$ cat src/rtl/manchester_tx_if.sv
// Request/status bundle between the sequence counter and the Manchester transmitter.
// The counter side uses the master modport; the transmitter uses the slave modport.
interface manchester_tx_if #(
  parameter int DATA_W = 16
);
  logic              wren;
  logic [DATA_W-1:0] din;
  logic              tx_out;
  logic              busy;
  logic              done;
  logic              overrun;

  modport master (
    output wren,
    output din,
    input  tx_out,
    input  busy,
    input  done,
    input  overrun
  );

  modport slave (
    input  wren,
    input  din,
    output tx_out,
    output busy,
    output done,
    output overrun
  );
endinterface

$ cat src/rtl/manchester_tx.sv
// Serialises one command word per wren into an IEEE 802.3 Manchester line, MSB first.
// Define MANCHESTER_PARITY_EN to append an even-parity bit after the LSB.
//
// state | meaning
// ------+------------------------------------------------------------
// IDLE  | line held low, waiting for wren
// SEND  | frame on the line; half_cnt times each half, bit_cnt the bit
module manchester_tx #(
  parameter int DATA_W          = 16,
  parameter int HALF_BIT_CYCLES = 4
) (
  input  logic            clk,
  input  logic            rst_n,
  manchester_tx_if.slave  bus
);

`ifdef MANCHESTER_PARITY_EN
  localparam int N_BITS = DATA_W + 1;
`else
  localparam int N_BITS = DATA_W;
`endif

  localparam int HALF_W = ($clog2(HALF_BIT_CYCLES + 1) < 1) ? 1 : $clog2(HALF_BIT_CYCLES + 1);
  localparam int BIT_W  = $clog2(DATA_W + 1);

  localparam logic [HALF_W-1:0] HALF_LAST = HALF_W'(HALF_BIT_CYCLES - 1);
  localparam logic [BIT_W-1:0]  BIT_LAST  = BIT_W'(N_BITS - 1);
  localparam logic [HALF_W-1:0] HALF_ONE  = HALF_W'(1);
  localparam logic [BIT_W-1:0]  BIT_ONE   = BIT_W'(1);

  typedef enum logic {
    IDLE = 1'b0,
    SEND = 1'b1
  } state_t;

  state_t            state;
  logic [N_BITS-1:0] shreg;
  logic [HALF_W-1:0] half_cnt;
  logic [BIT_W-1:0]  bit_cnt;
  logic              second_half;
  logic [N_BITS-1:0] load_word;

`ifdef MANCHESTER_PARITY_EN
  assign load_word = {bus.din, ^bus.din};
`else
  assign load_word = bus.din;
`endif

  // tx_out is computed one cycle ahead so the line itself comes straight from a flop.
  // A bit's first half is its complement and the second half its true value.
  always_ff @(posedge clk or negedge rst_n) begin
    if (!rst_n) begin
      state       <= IDLE;
      shreg       <= '0;
      half_cnt    <= '0;
      bit_cnt     <= '0;
      second_half <= 1'b0;
      bus.tx_out  <= 1'b0;
      bus.busy    <= 1'b0;
      bus.done    <= 1'b0;
      bus.overrun <= 1'b0;
    end else begin
      bus.done    <= 1'b0;
      bus.overrun <= 1'b0;
      case (state)
        IDLE: begin
          bus.tx_out <= 1'b0;
          bus.busy   <= 1'b0;
          if (bus.wren) begin
            state       <= SEND;
            shreg       <= load_word;
            half_cnt    <= '0;
            bit_cnt     <= '0;
            second_half <= 1'b0;
            bus.busy    <= 1'b1;
            bus.tx_out  <= ~load_word[N_BITS-1];
          end
        end
        SEND: begin
          bus.overrun <= bus.wren;
          if (half_cnt != HALF_LAST) begin
            half_cnt <= half_cnt + HALF_ONE;
          end else begin
            half_cnt <= '0;
            if (!second_half) begin
              second_half <= 1'b1;
              bus.tx_out  <= shreg[N_BITS-1];
            end else if (bit_cnt == BIT_LAST) begin
              state       <= IDLE;
              shreg       <= '0;
              bit_cnt     <= '0;
              second_half <= 1'b0;
              bus.tx_out  <= 1'b0;
              bus.busy    <= 1'b0;
              bus.done    <= 1'b1;
            end else begin
              second_half <= 1'b0;
              shreg       <= {shreg[N_BITS-2:0], 1'b0};
              bit_cnt     <= bit_cnt + BIT_ONE;
              bus.tx_out  <= ~shreg[N_BITS-2];
            end
          end
        end
        default: state <= IDLE;
      endcase
    end
  end

endmodule

$ cat src/flat_wrapper.sv
// flat-port wrapper written by rule: the top's interface ports become plain ports
module manchester_tx_flat 
#(
  parameter int DATA_W          = 16,
  parameter int HALF_BIT_CYCLES = 4
)
  (clk, rst_n, bus_wren, bus_din, bus_tx_out, bus_busy, bus_done, bus_overrun);
  manchester_tx_if #(.DATA_W(DATA_W)) bus_i ();
  input  logic clk;
  input  logic rst_n;
  input wire logic [$bits(bus_i.wren)-1:0] bus_wren;
  input wire logic [$bits(bus_i.din)-1:0] bus_din;
  output wire logic [$bits(bus_i.tx_out)-1:0] bus_tx_out;
  output wire logic [$bits(bus_i.busy)-1:0] bus_busy;
  output wire logic [$bits(bus_i.done)-1:0] bus_done;
  output wire logic [$bits(bus_i.overrun)-1:0] bus_overrun;
  assign bus_i.wren = bus_wren;
  assign bus_i.din = bus_din;
  assign bus_tx_out = bus_i.tx_out;
  assign bus_busy = bus_i.busy;
  assign bus_done = bus_i.done;
  assign bus_overrun = bus_i.overrun;
  manchester_tx #(.DATA_W(DATA_W), .HALF_BIT_CYCLES(HALF_BIT_CYCLES)) u_core (.clk(clk), .rst_n(rst_n), .bus(bus_i));
endmodule
$ cat config.mk
export PLATFORM = sky130hd
export DESIGN_NAME = manchester_tx_flat
export DESIGN_NICKNAME = d
export VERILOG_FILES = /design/src/rtl/manchester_tx_if.sv /design/src/rtl/manchester_tx.sv /design/src/flat_wrapper.sv
export SDC_FILE = /design/constraint.sdc
export NUM_CORES = 1
export LEC_CHECK = 0
export BUFFER_PORTS_ARGS = -buffer_cell sky130_fd_sc_hd__buf_2
export CORE_ASPECT_RATIO = 1.2
export CORE_UTILIZATION = 55
export DETAILED_ROUTE_END_ITERATION = 6
export PLACE_DENSITY = 0.8
export RECOVER_POWER = 50
export SYNTH_ARGS = -nofsm -noshare
export SYNTH_HDL_FRONTEND = slang
export SYNTH_SLANG_ARGS = --single-unit
$ cat constraint.sdc
create_clock -name clk -period 2.1 [get_ports clk]
set_clock_uncertainty 0.15 [all_clocks]
set_input_delay 0.21 -clock clk [delete_from_list [all_inputs] [get_ports clk]]
set_output_delay 0.21 -clock clk [all_outputs]
set_load 0.005 [all_outputs]
# --- Word-level counts from Yosys, hierarchy flattened ---
# Index checks and enable logic that the tools add are counted.
classes:
  addsub: 2
  n_eq_ne: 6
  n_mux: 36
  n_bitwise: 3
  n_reduce_logical: 3
op_table:
  columns: ["operator", "n"]
  rows:
  - ["$mux 16", 4]
  - ["$pmux 16 s2", 1]
  - ["$mux 5", 4]
  - ["$mux 1", 19]
  - ["$pmux 5 s2", 1]
  - ["$ne 2x2->1 const B", 4]
  - ["$pmux 1 s2", 4]
  - ["$mux 3", 2]
  - ["$pmux 3 s2", 1]
  - ["$reduce_and 3->1", 2]
  - ["$add 5x1->5 const B", 1]
  - ["$eq 5x4->1 const B", 1]
  - ["$add 3x1->3 const B", 1]
  - ["$ne 3x2->1 const B", 1]
  - ["$not 1->1", 3]
  - ["$reduce_and 2->1", 1]
totals:
  reg_bits: 30
  output_inout_bits: 4
  word_cells: 59

# --- Longest topological paths before layout ---
# Gate-level depths: netlist (run 1).
depth:
  word_depth: 5
  mapped_depth: 6

# --- Worst setup path before layout (run 1) ---
# No wires, ideal clock.
synth_path:
  path_type: "register to register"
  start: "register u_core.half_cnt[0]"
  end: "register u_core.shreg[10]"
  arrival_ps: 1340
  required_time_ps: 1825
  setup_slack_ps: 485
  stages_incl_launch_ff: 6
  n_path_buf: 1
  path_cell_list: "dfrtp_1 -> ha_1 -> nand4b_4 -> nand2_8 -> buf_8 -> mux2_4"
synth_between:
  elab_chain_len: 3
synth_rtl:
  columns: ["element", "line_no", "text"]
  rows:
  - ["start: declaration", "manchester_tx.sv:38", "logic [HALF_W-1:0] half_cnt;"]
  - ["start signal: assignment", "manchester_tx.sv:82", "half_cnt <= half_cnt + HALF_ONE;"]
  - ["$ne 3x2->1", "manchester_tx.sv:81", "if (half_cnt != HALF_LAST) begin"]
  - ["$ne 2x2->1 (no line)", null, null]
  - ["$reduce_and 3->1 (no line)", null, null]
  - ["end signal: assignment", "manchester_tx.sv:71", "shreg <= load_word;"]
  - ["end signal: assignment", "manchester_tx.sv:98", "shreg <= {shreg[N_BITS-2:0], 1'b0};"]
  - ["end: declaration", "manchester_tx.sv:37", "logic [N_BITS-1:0] shreg;"]
# No other way between the ends.
# A chain may end at the register's enable or synchronous reset.

# --- Final worst setup path (run 1) ---
layout_path:
  start: "register u_core.half_cnt[0]"
  end: "register u_core.shreg[11]"
# Same word-level chain as after synthesis.

==> results.yml, run 1 <==
status:
  outcome: "finished clean"
synth:
  synth_top_area_cell: "dfrtp_1"
  synth_cells: 153
  synth_flop_cell: "dfrtp_1"
  synth_fp_nets: 174
  yosysSeqAreaShare: 0.454
  yosysWarnings: 0
  yosysMostFrequentCell: "dfrtp_1"
  synth_edf_count: 0
  synth.area.top_cells: "dfrtp_1 45%, mux2_4 9.1%, o22ai_1 5.3%"
  synth_seq_cells: 30
  syn-cell-area_um2: 1650
  synth_common_cells: "30 x dfrtp_1, 22 x nand2_1, 15 x inv_1"
  synthDistinctLibCells: 34
  async_reset_ff_frac: 1.00
  synth_top_cell_area_share: 0.454
  syn_avg_cell_area_um2: 10.8
finish:
  drive_above_1_share: 0.285
  fin_nets: 199
  final_cells: 213
  areaGrowthSynthToFinish_pct: 9.30
  antenna_cells: 0
sta:
  rsz0062_at_grt: "no"
  post-route-period-util: 0.811
  setup_viol: 0
  maxSlewViolCount: 0
  fin_setup_tns_ps: 0
  slew_headroom: 0.514
  hold_viol: 0
  fmax_ghz: 0.587
  min_period_ps: 1700
  tightest_slew_ps: 729
clock_network:
  path_clk_slew_ps: 100
  tritoncts: "done"
  root_buffer: "clkbuf_4"
  clock-sinks: 30
  insertion_delay_ps: 340
  htreeDepth: 2
  cts_setup_buffers: 0
  numCtsBuffers: 5
  clockBufferDepth: 2
routing:
  routedWlPerCell_um: 14.2
  met2_wirelength_mm: 1.50
  wl_met1_mm: 1.31
  drcViolationCount: 0
  dr.first_iter.drc_count: 28
  routed.top_layer: "met4"
  routed_wl_mm: 3.02
  dr_total_vias: 1185
  first_pass_iters: 4
  met3_length_um: 127
  drt-vias-per-instance: 5.56
  postRouteAntennaNets: 0
place:
  dpl.hpwl_mm: 2.10
  placed_cells: 203
  place_congestion: 0.819
  io_buffers: 22
global_routing:
  grt_overflow: 0
  grt_pass1_wl_mm: 5.06
  antenna_found_initial: 0
  grt_pass1_vias: 1223
  grt_max_degree: 31
  grt_usage: 0.223
floorplanning:
  initial_core_util: 0.583
  die_w_um: 52.1
  rows: 21
  design.core.area_um2: 2840
  dieArea_um2: 3230
  chipHeight_um: 62.1
  io_pins: 23
worst_setup_path:
  reg2reg_slack_ps: 400
  arrival_ps: 1780
  critPathCaptureType: "register"
  start_kind: "register"
  cp_max_fo: 16
  crit_type: "reg2reg"
  cp_data_required_time_ps: 2180
  worstPathCellList: "ha_1 -> nand4b_4 -> nand2_8 -> mux2_2"
  crit_slowest_cell: "dfrtp_1"
  cpPeakStageDelay_ps: 380
power:
  p_per_area_nw_per_um2: 1230
  leakage_nw: 0.930
  max-vdd-ir-drop_mv: 0.792
hold_path:
  min_path_type: "in2reg"
job:
  maxCapViolCount: 0
==> area by class of cell <==
| class | instances | area, µm² |
|---|---|---|
| Clock inverter | 1 | 5.00 |
| Timing Repair Buffer | 28 | 156 |
| Tap cell | 34 | 42.5 |
| Fill cell | 229 | 1030 |
| Sequential cell | 30 | 751 |
| Multi-Input combinational cell | 98 | 742 |
| Clock buffer | 7 | 55.1 |
| Inverter | 15 | 56.3 |
==> cell usage in the layout (no fill, tap or decap), drive strengths merged <==
master	n
clkinv	1
a22o	2
and3	3
nand2	23
nor2	5
mux2	15
nand3	6
a21boi	1
and2	1
clkbuf	9
o22ai	15
a21o	3
a32o	1
inv	15
nand3b	2
and4b	2
xnor2	1
nor3b	3
nand4b	4
nand2b	3
o21ai	3
dlygate4sd3	2
dfrtp	30
buf	24
ha	2
nor2b	2
a31oi	1
==> metrics by stage <==
stage / hold WS (ps) / power [mW] / area (µm²) / worst slack (ps) / utilization
after floorplan: -236 / 1.72 / 1650 / 485 / -
after global placement: 118 / 1.83 / 1730 / 435 / 0.610
after detailed placement: 130 / 1.89 / 1730 / 397 / 0.610
after CTS: 17.8 / 2.25 / 1810 / 382 / 0.638
after global routing: 43.5 / 2.40 / 1810 / 298 / 0.637
final: 16.2 / 2.23 / 1810 / 397 / 0.637
==> routing by layer <==
metal / global-route usage / vias up
met5: 0 / -
met4: 0.170 / 0
met3: 0.0511 / 9
met2: 0.403 / 28
met1: 0.223 / 568
li1: - / 580
==> where the power goes <==
group          total (mW)  switching [mW]  internal (mW)
Sequential          0.943           0.151          0.792
Combinational       0.928           0.408          0.520
Clock               0.359           0.197          0.162
==> state kept, by name, indices dropped and copies added, names as in the netlist <==
signal / cells
u_core.bit_cnt: 5
u_core.bus.busy: 1
u_core.bus.done: 1
u_core.bus.overrun: 1
u_core.bus.tx_out: 1
u_core.half_cnt: 3
u_core.second_half: 1
u_core.shreg: 16
u_core.state: 1
==> cells by family after synthesis <==
group	after synthesis	synth area share
AO/OA/AOI/OAI	26	0.108
XOR/XNOR	1	0.00530
adder cells (fa/ha/maj)	2	0.0151
buffers and inverters	25	0.0976
flip-flops	30	0.454
multiplexers	15	0.125
AND/OR/NAND/NOR	54	0.195
==> worst max-delay path: cells and delay by family (launching register included) <==
family	cells	cell delay, ps
AND/OR/NAND/NOR	2	430
multiplexers	1	360
flip-flops	1	380
adder cells (fa/ha/maj)	1	270
==> worst paths after layout <==
path                                     from  cells after the start           endpoint
max reg2reg                u_core.half_cnt[0]                      4   u_core.shreg[11]
max in group asynchronous               rst_n                      2   u_core.shreg[12]
min reg2reg                  u_core.shreg[10]                      1   u_core.shreg[10]
max                        u_core.half_cnt[0]                      4   u_core.shreg[11]
min in group asynchronous               rst_n                      2    u_core.shreg[8]
min                               bus_din[15]                      4  u_core.bus.tx_out
==> timing repair <==
item | CTS | global route
resized for setup | 0 | 0
endpoints found under the hold margin | 31 | 0
hold buffers | 2 | 0
(Power assumes the default switching activity.)
==> run 2, diff against run 1 <==
==> constraint.sdc (replaced) <==
create_clock -name clk -period 1.75 [get_ports clk]
set_clock_uncertainty 0.15 [all_clocks]
set_input_delay 0.175 -clock clk [delete_from_list [all_inputs] [get_ports clk]]
set_output_delay 0.175 -clock clk [all_outputs]
set_load 0.005 [all_outputs]
==> results.yml, run 2 (synthesis gave the netlist of run 1 again) <==
worst_setup_path:
  cp_max_fo: 8
  cp_num_buf_inv: 1
  cpPeakStageDelay_ps: 390
  cp_data_required_time_ps: 1810
  crit_slowest_cell: "dfrtp_1"
  critPathTopFamily: "flip-flops"
  critPathCaptureType: "register"
  crit_type: "reg2reg"
  start_kind: "register"
  arrival_ps: 1730
  worstPathCellList: "ha_1 -> and4b_1 -> buf_4 -> o22ai_1 -> mux2_4"
clock_network:
  insertion_delay_ps: 320
  clockBufferDepth: 2
  postCtsResizedCells: 0
  root_buffer: "clkbuf_4"
  clock-sinks: 30
  htreeDepth: 2
  numCtsBuffers: 5
  path_clk_slew_ps: 90
  tritoncts: "done"
routing:
  drcViolationCount: 0
  dr.first_iter.drc_count: 30
  routedWlPerCell_um: 14.3
  postRouteAntennaNets: 0
  routed_wl_mm: 3.08
  first_pass_iters: 4
  drt-vias-per-instance: 5.65
  dr_total_vias: 1214
power:
  switching_power_mw: 0.919
  p_seq_frac: 0.430
  internal-power_mw: 1.75
  p_per_area_nw_per_um2: 1460
  leakage_nw: 0.937
  p_comb_frac: 0.431
  total_power_mw: 2.66
  clkPwrFrac: 0.140
  p_sw_frac: 0.345
  max-vdd-ir-drop_mv: 0.851
floorplanning:
  io_pins: 23
  initial_core_util: 0.583
  rows: 21
  design.core.area_um2: 2840
  dieArea_um2: 3230
  chipHeight_um: 62.1
  die_w_um: 52.1
global_routing:
  antenna_found_initial: 0
  grt_usage: 0.227
  grt_overflow: 0
  grt_pass1_vias: 1163
  grt_pass1_wl_mm: 5.19
  grt_max_degree: 31
hold_path:
  min_path_type: "in2reg"
finish:
  regArea_um2: 751
  areaGrowthSynthToFinish_pct: 10.1
  drive_above_1_share: 0.287
  multiInputGateArea_um2: 742
  layout_common_cells: "30 x dfrtp_1, 22 x nand2_1, 21 x buf_2"
  regMostFlops: "u_core.shreg"
  fin_nets: 202
  top_regs: "u_core.shreg: 16 flops, u_core.bit_cnt: 5 flops, u_core.half_cnt: 3 flops"
  n_fill_cell: 236
  largest_register_ffs: 16
  antenna_cells: 0
  final_common_cell: "dfrtp_1"
  design_area_um2: 1820
sta:
  tightest_slew_ps: 744
  min_period_ps: 1670
  post-route-period-util: 0.954
  worst_hold_slack_ps: 39.5
  finalWorstSetupSlack_ps: 81.3
  fmax_ghz: 0.599
  hold_viol: 0
  setup_viol: 0
  rsz0062_at_grt: "no"
  slew_headroom: 0.504
  maxSlewViolCount: 0
  fin_setup_tns_ps: 0
place:
  io_buffers: 22
  dpl.hpwl_mm: 2.18
  preCtsSetupSlack_ps: 112
  placed_cell_area_um2: 1750
  place_congestion: 0.788
status:
  outcome: "finished clean"
job:
  maxCapViolCount: 0
## run 2: changes by cell type in the layout (fill, tap and decap cells not counted), sizes merged
cell         delta
dlygate4sd3     +1
buf             +3
clkinv          -1
clkbuf          -1
## run 2: worst register-to-register path: cells and delay by family (launching register included)
family	cells	cell delay, ps
compound gates	1	100
mux	1	270
buf+inv	1	160
flops	1	390
fa+ha+maj	1	250
simple gates	1	240
## run 2: final timing paths
check,to,cells after the start,from,slack [ps]
worst max-delay path,u_core.shreg[8],5,u_core.bit_cnt[0],80
worst min-delay path,u_core.shreg[0],3,bus_wren,40
worst max register to register,u_core.shreg[8],5,u_core.bit_cnt[0],80
worst min register to register,u_core.shreg[0],2,u_core.shreg[0],370
max in group asynchronous,u_core.half_cnt[2],2,rst_n,690
min in group asynchronous,u_core.shreg[8],2,rst_n,290
## run 2: metal layers
metal,track usage,share of wire,vias up
met5,0,0,-
met1,0.267,0.44,588
met2,0.379,0.51,33
met3,0.0681,0.042,3
met4,0.112,0.0094,0
li1,-,-,590
## run 2: final cells by class
| type | instances | area share |
|---|---|---|
| Timing Repair Buffer | 31 | 0.102 |
| Sequential cell | 30 | 0.412 |
| Clock buffer | 7 | 0.0247 |
| Tap cell | 34 | 0.0234 |
| Multi-Input combinational cell | 98 | 0.407 |
| Inverter | 15 | 0.0309 |
## run 2: power by group through the flow
stage                     clock network, mW  registers (mW)  logic, mW
after CTS                             0.385            1.14       1.16
after floorplan                           0            1.10      0.963
after global routing                  0.427            1.18       1.27
final                                 0.372            1.15       1.15
after detailed placement                  0            1.15       1.14
after global placement                    0            1.13       1.08
## run 2: repair_timing
item | in CTS | in global routing
setup buffers | 0 | 0
setup endpoints to repair | 0 | 0
hold buffers | 3 | 0
endpoints found under the hold margin | 32 | 0
## run 2: per-stage QoR
step                      cells  utilization
after floorplan             153            -
after global placement      205        0.616
after detailed placement    205        0.616
after CTS                   215        0.642
after global routing        215        0.642
final                       215        0.642
==> run 3, diff against run 2 <==
--- a/config.mk
+++ b/config.mk
@@ -9,7 +9,7 @@
 export CORE_ASPECT_RATIO = 1.2
 export CORE_UTILIZATION = 55
 export DETAILED_ROUTE_END_ITERATION = 6
-export PLACE_DENSITY = 0.8
+export PLACE_DENSITY = 0.85
 export RECOVER_POWER = 50
 export SYNTH_ARGS = -nofsm -noshare
 export SYNTH_HDL_FRONTEND = slang
==> results.yml, run 3 (synthesis gave the netlist of run 1 again) <==
sta:
  hold_viol: 0
  fmax_ghz: 0.604
  maxSlewViolCount: 0
  min_period_ps: 1650
  setup_viol: 0
  post-route-period-util: 0.945
  slew_headroom: 0.505
  rsz0062_at_grt: "no"
  tightest_slew_ps: 743
  finalWorstSetupSlack_ps: 95.7
  fin_setup_tns_ps: 0
  worst_hold_slack_ps: 50.0
finish:
  layout_common_cells: "30 x dfrtp_1, 22 x nand2_1, 21 x buf_2"
  fin_nets: 201
  regArea_um2: 751
  drive_above_1_share: 0.304
  top_regs: "u_core.shreg: 16 flops, u_core.bit_cnt: 5 flops, u_core.half_cnt: 3 flops"
  regMostFlops: "u_core.shreg"
  final_common_cell: "dfrtp_1"
  areaGrowthSynthToFinish_pct: 12.4
  antenna_cells: 0
  design_area_um2: 1860
  largest_register_ffs: 16
  n_fill_cell: 204
  final_core_util: 0.655
  final_cells: 215
  multiInputGateArea_um2: 767
floorplanning:
  initial_core_util: 0.583
  dieArea_um2: 3230
  rows: 21
  io_pins: 23
  chipHeight_um: 62.1
  design.core.area_um2: 2840
  die_w_um: 52.1
place:
  place_congestion: 0.842
  placed_cells: 202
  io_buffers: 22
  placed_cell_area_um2: 1740
  preCtsSetupSlack_ps: 71.7
  dpl.hpwl_mm: 2.04
worst_setup_path:
  start_kind: "register"
  reg2reg_slack_ps: 100
  arrival_ps: 1720
  cp-startpoint: "u_core.half_cnt[0]"
  crit_type: "reg2reg"
  r2r-start: "u_core.half_cnt[0]"
  r2r-end: "u_core.shreg[13]"
  critPathCaptureType: "register"
  r2r_cells: 4
  cp_max_fo: 8
  cp_data_required_time_ps: 1810
power:
  leakage_nw: 0.946
  total_power_mw: 2.75
  max-vdd-ir-drop_mv: 1.03
  p_per_area_nw_per_um2: 1480
routing:
  routed_wl_mm: 3.05
  met3_length_um: 127
  postRouteAntennaNets: 0
  dr.first_iter.drc_count: 21
  routedWlPerCell_um: 14.2
  drt-vias-per-instance: 5.55
  met2_wirelength_mm: 1.47
  dr_total_vias: 1194
  routed.top_layer: "met4"
  wl_met1_mm: 1.41
  first_pass_iters: 4
  drcViolationCount: 0
clock_network:
  clockBufferDepth: 2
  path_clk_slew_ps: 80
  root_buffer: "clkbuf_4"
  tritoncts: "done"
  htreeDepth: 2
  insertion_delay_ps: 330
  numCtsBuffers: 5
  clock-sinks: 30
job:
  maxCapViolCount: 0
global_routing:
  grt_overflow: 0
  grt_pass1_wl_mm: 4.92
  grt_max_degree: 31
  grt_pass1_vias: 1051
  grt_usage: 0.217
  antenna_found_initial: 0
status:
  outcome: "finished clean"
hold_path:
  min-delay-start: "bus_wren"
  holdPathEnd: "u_core.shreg[0]"
  min_path_type: "in2reg"
  min_path_cells: 3
-- run 3: critical path, stage by stage, from the launching register on --
cell      delay [ps]
dfrtp_1          370
ha_2             240
nand4b_4         240
nand2_8          200
mux2_2           340
-- run 3: area by class of cell --
class                   instances  share of cell area
multi-input cells              99               0.413
flip-flops and latches         30               0.404
repair buffers                 29              0.0983
inverters                      15              0.0303
clock buffers                   7              0.0296
well taps                      34              0.0229
clock inverters                 1             0.00269
-- run 3: worst max-delay path by stage --
stage | endpoint | slack [ps] | cells after the start
floorplan | u_core.shreg[10] | 130 | 5
global placement | u_core.shreg[12] | 120 | 4
detailed placement | u_core.shreg[6] | 70 | 5
CTS | u_core.shreg[6] | 60 | 5
global route | u_core.shreg[13] | 30 | 5
finish | u_core.shreg[13] | 100 | 4
-- run 3: what timing repair did --
item                                   in CTS  in global routing
setup buffers                               0                  1
setup endpoints to repair                   0                  3
hold buffers                                3                  0
endpoints found under the hold margin      32                  0
gates resized for setup                     0                  3
-- run 3: where the power goes --
group	total [mW]	switching (mW)	internal [mW]
combinational	1.19	0.523	0.672
sequential	1.14	0.187	0.951
clock	0.421	0.227	0.194
total	2.75	0.936	1.82
-- run 3: metal layers --
layer | GRT usage | up-vias
met4 | 0.0927 | 0
li1 | - | 583
met1 | 0.271 | 581
met2 | 0.346 | 25
met3 | 0.0730 | 5
met5 | 0 | -
